$ cat src/rtl/operand_seq.sv
// Two-press operand sequencer feeding an external 4-bit add/subtract stage; result valid 2 edges after the B press.
// No flow control: button presses are edge-detected and ignored in CALC; OPSEQ_ACCUM_EN chains the result into A.
module operand_seq (
    input  logic       clk,
    input  logic       rst_n,
    input  logic [3:0] sw_i,
    input  logic       op_i,
    input  logic       btn_i,
    input  logic       clr_i,
    output logic [3:0] a_o,
    output logic [3:0] b_o,
    output logic       m_o,
    input  logic [3:0] s_i,
    input  logic       c_i,
    input  logic       v_i,
    output logic [3:0] res_o,
    output logic       carry_o,
    output logic       ovf_o,
    output logic       valid_o,
    output logic [1:0] state_o,
    output logic [7:0] cnt_o
);
    localparam logic [1:0] IDLE   = 2'd0;
    localparam logic [1:0] LOAD_B = 2'd1;
    localparam logic [1:0] CALC   = 2'd2;
    localparam logic [1:0] DONE   = 2'd3;

    logic [1:0] state_q, state_d;
    logic [3:0] a_q, a_d, b_q, b_d, res_q, res_d;
    logic       m_q, m_d, carry_q, carry_d, ovf_q, ovf_d, valid_q, valid_d;
    logic [7:0] cnt_q, cnt_d;
    logic       btn_q;
    logic       press;
    logic [3:0] a_next_src;

    assign press = btn_i & ~btn_q;

`ifdef OPSEQ_ACCUM_EN
    assign a_next_src = res_q;
`else
    assign a_next_src = sw_i;
`endif

    always_comb begin
        state_d = state_q;
        a_d     = a_q;
        b_d     = b_q;
        m_d     = m_q;
        res_d   = res_q;
        carry_d = carry_q;
        ovf_d   = ovf_q;
        valid_d = valid_q;
        cnt_d   = cnt_q;
        if (clr_i) begin
            // Clear wins over any pending press or capture.
            state_d = IDLE;
            valid_d = 1'b0;
        end else begin
            case (state_q)
                IDLE: begin
                    if (press) begin
                        a_d     = sw_i;
                        state_d = LOAD_B;
                    end
                end
                LOAD_B: begin
                    if (press) begin
                        b_d     = sw_i;
                        m_d     = op_i;
                        state_d = CALC;
                    end
                end
                CALC: begin
                    res_d   = s_i;
                    carry_d = c_i;
                    ovf_d   = v_i;
                    valid_d = 1'b1;
                    if (cnt_q != 8'hFF) begin
                        cnt_d = cnt_q + 8'd1;
                    end
                    state_d = DONE;
                end
                default: begin
                    if (press) begin
                        a_d     = a_next_src;
                        valid_d = 1'b0;
                        state_d = LOAD_B;
                    end
                end
            endcase
        end
    end

    always_ff @(posedge clk or negedge rst_n) begin
        if (!rst_n) begin
            state_q <= IDLE;
            a_q     <= 4'd0;
            b_q     <= 4'd0;
            m_q     <= 1'b0;
            res_q   <= 4'd0;
            carry_q <= 1'b0;
            ovf_q   <= 1'b0;
            valid_q <= 1'b0;
            cnt_q   <= 8'd0;
            btn_q   <= 1'b0;
        end else begin
            state_q <= state_d;
            a_q     <= a_d;
            b_q     <= b_d;
            m_q     <= m_d;
            res_q   <= res_d;
            carry_q <= carry_d;
            ovf_q   <= ovf_d;
            valid_q <= valid_d;
            cnt_q   <= cnt_d;
            btn_q   <= btn_i;
        end
    end

    assign a_o     = a_q;
    assign b_o     = b_q;
    assign m_o     = m_q;
    assign res_o   = res_q;
    assign carry_o = carry_q;
    assign ovf_o   = ovf_q;
    assign valid_o = valid_q;
    assign state_o = state_q;
    assign cnt_o   = cnt_q;
endmodule
$ cat config.mk
export PLATFORM = sky130hd
export DESIGN_NAME = operand_seq
export DESIGN_NICKNAME = d
export VERILOG_FILES = /design/src/rtl/operand_seq.sv
export SDC_FILE = /design/constraint.sdc
export NUM_CORES = 1
export LEC_CHECK = 0
export CORE_MARGIN = 2
export CORE_UTILIZATION = 40
export CTS_CLUSTER_DIAMETER = 60
export CTS_CLUSTER_SIZE = 24
export DETAILED_ROUTE_END_ITERATION = 10
export DONT_BUFFER_PORTS = 1
export SYNTH_ARGS = -nofsm -noshare
export SYNTH_HDL_FRONTEND = slang
export SYNTH_SLANG_ARGS = --single-unit
$ cat constraint.sdc
create_clock -name clk -period 3.2 [get_ports clk]
set_input_delay 0.64 -clock clk [delete_from_list [all_inputs] [get_ports clk]]
set_output_delay 0.64 -clock clk [all_outputs]
set_load 0.02 [all_outputs]
Word level (Yosys, flattened, before mapping)
Cells that the tools add are included.
{ "word_totals": {"output_inout_bits": 26, "register_bits": 27, "inputBits": 15} }
{ "classes": {"mux": 7, "eq_ne": 5, "bitwise": 4, "reduce_logical": 10, "n_addsub": 1} }
{ "op_table": {"columns": ["operator", "count"], "rows": [
  ["$reduce_and 3->1", 3],
  ["$add 8x1->8 const B", 1],
  ["$ne 8x8->1 const B", 1],
  ["$mux 2", 3],
  ["$reduce_and 2->1", 3],
  ["$pmux 2 s2", 1],
  ["$reduce_or 2->1", 2],
  ["$ne 3x3->1 const B", 1],
  ["$not 1->1", 3],
  ["$reduce_bool 3->1", 1],
  ["$eq 2x1->1 const B", 1],
  ["$eq 2x2->1 const B", 1],
  ["$logic_not 2->1", 1],
  ["$mux 1", 2],
  ["$ne 2x1->1 const B", 1],
  ["$pmux 1 s2", 1],
  ["$and 1x1->1", 1]
]} }

Longest topological paths before layout
Gate-level depths: netlist of run 1.
{ "depth": {"depth_word": 5, "ltp_mapped": 6} }

Worst setup path after synthesis of run 1
Ideal clock, no wire load.
{ "synth_timing": {"path_kind": "register to register", "startpoint": "register state_q[0], in the netlist state_o[0]", "endpoint": "register a_q[0], in the netlist a_o[0]", "n_path_buf": 0, "synth_period_minus_slack_ps": 1641, "setup_time_ps": 125, "path_stages_with_launch": 5, "slack_ps": 1559, "arrival_ps": 1517, "path_cell_list": "dfrtp_1 inv_1 ha_1 nor3_2 mux2_2"} }
{ "synth_between": {"elab_chain_cells": 4} }
{ "synth_rtl": {"columns": ["item", "line", "text"], "rows": [
  ["start, declared", "28", "logic [1:0] state_q, state_d;"],
  ["start signal, assigned", "107", "state_q <= state_d;"],
  ["$eq 2x2->1 / $eq 2x1->1 (equally long branches)", "59", "case (state_q)"],
  ["$reduce_or 2->1 (no line) *", null, null],
  ["$not 1->1 (no line) *", null, null],
  ["$reduce_and 3->1 (no line) *", null, null],
  ["end signal, assigned", "97", "a_q <= 4'd0;"],
  ["end signal, assigned", "108", "a_q <= a_d;"],
  ["end, declared", "29", "logic [3:0] a_q, a_d, b_q, b_d, res_q, res_d;"]
]} }
Every way passes the cells marked *; elsewhere a longest branch is shown, timed or not.
A chain may end at the register's enable or synchronous reset.

Worst setup path after layout of run 1
{ "layout_timing": {"startpoint": "register state_q[0], in the netlist state_o[0]", "endpoint": "register cnt_q[7], in the netlist cnt_o[7]"} }
{ "layout_between": {"elab_chain_cells": 2} }
{ "layout_rtl": {"columns": ["item", "line", "text"], "rows": [
  ["$eq 2x2->1", "59", null],
  ["$reduce_and 3->1 (no line)", null, null],
  ["end signal, assigned", "115", "cnt_q <= cnt_d;"],
  ["end, declared", "31", "logic [7:0] cnt_q, cnt_d;"]
]} }
Every way passes these cells.

==> impl_metrics.toml, run 1 <==
[yosys]
synth_top_flop_cell = "dfrtp_1"
synthTopCellsByArea = "dfrtp_1 (55%), mux2_2 (11%), mux2_4 (6.1%)"
synth_most_common_cell = "dfrtp_1"
syn_nets = 109
synth_warnings = 0
syn_inst = 89
synthArstFlopShare_pct = 100
yosys.area.top_type = "dfrtp_1"
synth_common_cells = "dfrtp_1 (27), mux2_2 (12), xnor2_1 (6)"
synthDominantCellAreaShare_pct = 54.5
postSynthAreaPerCell_um2 = 13.9
synth_cell_type_count = 28
ys_ff_latch = 27
synth_edf_count = 0
ys_seq_area_share_pct = 54.5
synth.cell_area_um2 = 1240

[worst_setup_path]
reg2reg_depth = 5
worst_setup_path_start_kind = "flip-flop"
path_max_fanout = 13
cp_data_required_time_ns = 3.43
worst_ep_arrival_time_ns = 2.05
crit_path_end_kind = "flip-flop"
critical_path_class = "reg -> reg"

[clock_tree]
cts_buffer_depth = 2
root_buffer = "clkbuf_4"
h-tree-depth = 1
clk_latency_ns = 0.32
cts_made_buffers = 3
cts.sink_count = 27
path_clk_slew_ns = 0.14
post_cts_buffers = 0
cts_tree = "done"

[floorplan]
fp.dieW_um = 59.7
rows = 20
io_pins = 41
start_util_pct = 41.3
die_h_um = 59.7
dieArea_um2 = 3560
core-area_um2 = 3000

[place]
dp_slack_ns = 1.38
portBuffers = 0
dpl.hpwl_um = 1520
place_congestion = 0.747

[route]
ant_nets = 0
vias_per_cell = 5.52
wl_per_cell_um = 16.0
firstDrtPassIters = 6
drc_errors = 0
drt_iter0_drc = 11
wirelength_um = 2010
num_vias = 696

[global_route]
antenna_found_initial = 0
grt_pass1_wl_um = 3240
grt_max_degree = 28
grt.total_usage_pct = 12.3
grt_pass1_vias = 698
grt_overflow = 0

[run]
maxCapViolations = 0

[sta]
finalHoldViolations = 0
worst_clock_skew_ns = 0.00148
setup_ws_ns = 1.38
max_freq_mhz = 548
tightest_slew_ns = 0.397
rsz0062_at_grt = "false"
fin_tns_setup_ns = 0
fin_crit_sh_pct = 57.0
period_needed_ns = 1.82
drv_slew = 0
relSlewSlack_pct = 73.5
finalSetupViolCount = 0

[final_layout]
syn_to_final_growth_pct = 6.46
nets = 114
n_antenna_cell = 0
drive_gt1_share_pct = 29.0

[hold_path]
hp-class = "in -> async"

[pwr]
leakagePower_nw = 0.573
irDropWorstVdd_mv = 0.387
p_per_area_nw_per_um2 = 647

[status]
status = "finished clean"
==> cell usage in the layout, fill, tap and decap left out, types with 2 or more instances in the layout <==
cell type	n
a21oi_1	2
nor2b_1	2
ha_1	5
dfrtp_1	27
nand2_1	3
inv_1	2
mux2_4	5
nand4_1	3
nand3_1	3
and3_1	2
mux2_2	12
xnor2_1	6
clkbuf_4	3
o211ai_1	2
==> flip-flops by register name (all words and copies together), names as in the netlist <==
signal,flops
b_o,4
cnt_o,8
valid_o,1
state_o,2
ovf_o,1
m_o,1
res_o,4
carry_o,1
a_o,4
btn_q,1
==> report_power, final <==
group	internal [W]	switching (W)
combinational	0.0000852	0.0000409
sequential	0.000419	0.000162
clock	0.0000478	0.0000986
==> timing repair <==
item | CTS | global route
hold buffers | 1 | 0
gates resized for setup | 0 | 0
endpoints found under the hold margin | 27 | 0
==> cell type report <==
class / instances / area, um2
tap: 33 / 41.3
clock buffer: 3 / 22.5
fill: 288 / 1680
clock inverter: 1 / 7.51
multi-input combinational: 59 / 544
inverter: 2 / 7.51
sequential: 27 / 676
timing repair buffer: 1 / 20.0
==> cell families (layout without fill, tap and decap cells) <==
| kind of cell | after synthesis | count (layout) | share of synthesized area, % |
|---|---|---|---|
| buf+inv | 3 | 7 | 1.52 |
| mux | 17 | 17 | 17.0 |
| xor+xnor | 6 | 6 | 4.24 |
| simple gates | 22 | 22 | 12.6 |
| compound gates | 9 | 9 | 5.05 |
| fa+ha+maj | 5 | 5 | 5.05 |
| flops | 27 | 27 | 54.5 |
==> worst max-delay path: stages, from the launching register on <==
cell and delay [ns]:
dfrtp_1 0.52, inv_1 0.13, ha_1 0.21, nor2b_4 0.40, nand4_1 0.17, mux2_2 0.29
==> per-stage QoR <==
stage | power (W) | instances | utilization (%) | cell area (um2) | hold slack (ns)
2_1_floorplan | 0.000679 | 89 | - | 1240 | 0.344
3_3_place_gp | 0.000704 | 121 | 42.3 | 1270 | 0.345
3_5_place_dp | 0.000710 | 121 | 42.3 | 1270 | 0.345
4_1_cts | 0.000870 | 126 | 43.9 | 1320 | 0.0919
5_1_grt | 0.000911 | 126 | 43.9 | 1320 | 0.0722
6_report | 0.000854 | 126 | 43.9 | 1320 | 0.107
==> final timing paths <==
| check | start | to | slack, ns |
|---|---|---|---|
| max | state_o[0]$_DFFE_PN0P_ | cnt_o[7]$_DFFE_PN0P_ | 1.38 |
| min | rst_n | valid_o$_DFFE_PN0P_ | 0.11 |
| max reg2reg | state_o[0]$_DFFE_PN0P_ | cnt_o[7]$_DFFE_PN0P_ | 1.38 |
| min reg2reg | valid_o$_DFFE_PN0P_ | valid_o$_DFFE_PN0P_ | 0.67 |
| max in group asynchronous | rst_n | res_o[0]$_DFFE_PN0P_ | 2.95 |
| min in group clk | btn_i | btn_q$_DFF_PN0_ | 0.33 |
==> per-layer routing <==
metal / up-vias / global-route usage, % / part of all wire (%)
li1: 324 / - / -
met1: 342 / 15.2 / 43
met2: 28 / 18.6 / 47
met3: 2 / 6.49 / 9.1
met4: 0 / 3.81 / 0.85
met5: - / 0 / 0
No activity file was read; power rests on OpenSTA's default activity.
==> inputs of run 2 (changes only) <==
==> constraint.sdc (replaced) <==
create_clock -name clk -period 1.5 [get_ports clk]
set_input_delay 0.3 -clock clk [delete_from_list [all_inputs] [get_ports clk]]
set_output_delay 0.3 -clock clk [all_outputs]
set_load 0.02 [all_outputs]
==> impl_metrics.toml, run 2 (synthesis gave the netlist of run 1 again) <==
[sta]
worst_clock_skew_ns = 0.00336
finalSetupViolCount = 0
fin_tns_setup_ns = 0
max_freq_mhz = 672
drv_slew = 0
finalHoldViolations = 0
relSlewSlack_pct = 83.8
tightest_slew_ns = 0.244
rsz0062_at_grt = "true"
period_needed_ns = 1.49
fin_crit_sh_pct = 99.1

[worst_setup_path]
worst_setup_path_start_kind = "flip-flop"
path_buf_inv = 2
cp_top_family = "flip-flops"
critical_path_class = "reg -> reg"
reg2reg_depth = 5
path_cells = "inv_4 > ha_4 > nor3_4 > buf_6 > mux2_4"
crit_path_end_kind = "flip-flop"
cp_data_required_time_ns = 1.73
worst_ep_arrival_time_ns = 1.71
ff2ff_setup_slack_ns = 0.01
cpMaxStageDelayCell = "dfrtp_2"
path_max_fanout = 4
rr_endpoint = "a_o[2]$_DFFE_PN0P_"
rr_startpoint = "state_o[1]$_DFFE_PN0P_"
max_stage_delay_ns = 0.47

[final_layout]
n_antenna_cell = 0
syn_to_final_growth_pct = 29.3
layout_commonest_cell = "dfrtp_1"
largest_reg_flops = 8
nets = 140
final_util_pct = 53.3
fill_cells = 267
final_area_um2 = 1600
drive_gt1_share_pct = 49.6
fin_cells = 152
layout_common_cells = "dfrtp_1 (23), buf_4 (17), mux2_4 (9)"

[place]
placed_area_um2 = 1420
place_congestion = 0.775
dp.cells = 137
dpl.hpwl_um = 1790
portBuffers = 0

[pwr]
leakagePower_nw = 0.715
irDropWorstVdd_mv = 0.670
p_per_area_nw_per_um2 = 1220

[floorplan]
start_util_pct = 41.3
die_h_um = 59.7
rows = 20
fp.dieW_um = 59.7
dieArea_um2 = 3560
io_pins = 41
core-area_um2 = 3000

[route]
ant_nets = 0
vias_per_cell = 5.45
drc_errors = 0
num_vias = 829
wirelength_um = 2440
firstDrtPassIters = 3
drt_iter0_drc = 36
wl_per_cell_um = 16.1

[global_route]
grt_pass1_vias = 877
use_met3_pct = 4.98
antenna_found_initial = 0
grt_max_degree = 28
grt_overflow = 0
busiest_layer = "met2"
grt_pass1_wl_um = 3990
met2_usage_pct = 26.4
grtUsageMet1_pct = 16.8
grt.total_usage_pct = 14.9

[hold_path]
holdPathEnd = "ovf_o$_DFFE_PN0P_"
min_from = "v_i"
hold_path_depth = 1
hp-class = "in -> reg"

[clock_tree]
path_clk_slew_ns = 0.15
cts.sink_count = 27
cts_buffer_depth = 2
h-tree-depth = 1
cts_tree = "done"
cts_made_buffers = 3
root_buffer = "clkbuf_4"
clk_latency_ns = 0.32

[run]
maxCapViolations = 0

[status]
status = "finished clean"
## run 2: worst max path at each step
stage / from / to / slack (ns) / cells past startpoint
6_report: state_o[1]$_DFFE_PN0P_ / a_o[2]$_DFFE_PN0P_ / 0.01 / 5
3_5_place_dp: state_o[1]$_DFFE_PN0P_ / m_o$_DFFE_PN0P_ / -0.11 / 4
2_1_floorplan: state_o[1]$_DFFE_PN0P_ / a_o[0]$_DFFE_PN0P_ / 0.002 / 4
3_3_place_gp: state_o[1]$_DFFE_PN0P_ / m_o$_DFFE_PN0P_ / -0.04 / 4
4_1_cts: state_o[0]$_DFFE_PN0P_ / res_o[3]$_DFFE_PN0P_ / -0.003 / 5
5_1_grt: state_o[0]$_DFFE_PN0P_ / cnt_o[5]$_DFFE_PN0P_ / -0.04 / 6
## run 2: layout make-up
type                       instances  area, um2  share of cell area, %
sequential                        27        681                   42.5
tap                               33       41.3                   2.58
clock inverter                     1       7.51                  0.469
clock buffer                       3       22.5                   1.41
inverter                           2       10.0                  0.625
multi-input combinational         60        607                   37.9
timing repair buffer              26        233                   14.5
## run 2: what timing repair did
action	CTS	global route
hold endpoints to repair	30	1
setup buffers	5	0
cloned	1	0
hold buffers	4	1
pin swaps	1	2
endpoints found under the setup margin	15	17
gates resized for setup	8	5
## run 2: routing by layer
layer,part of all wire [%],up-vias
met3,7.7,2
met1,39,418
met5,0,-
met2,53,30
li1,-,379
met4,0.70,0
## run 2: power breakdown
part	total (W)	internal, W	leakage [nW]	switching (W)
logic	0.000433	0.000266	0.359	0.000167
registers	0.00120	0.000899	0.342	0.000296
clock network	0.000319	0.000102	0.0139	0.000218
total	0.00195	0.00127	0.715	0.000680
## run 2: through the flow
stage | worst slack [ns] | hold WS (ns) | power [W]
global route | -0.0384 | 0.0629 | 0.00208
detailed placement | -0.110 | 0.00506 | 0.00159
finish | 0.0129 | 0.110 | 0.00195
global placement | -0.0352 | 0.00521 | 0.00157
floorplan | 0.00191 | 0.00441 | 0.00147
CTS | -0.00342 | 0.00567 | 0.00197
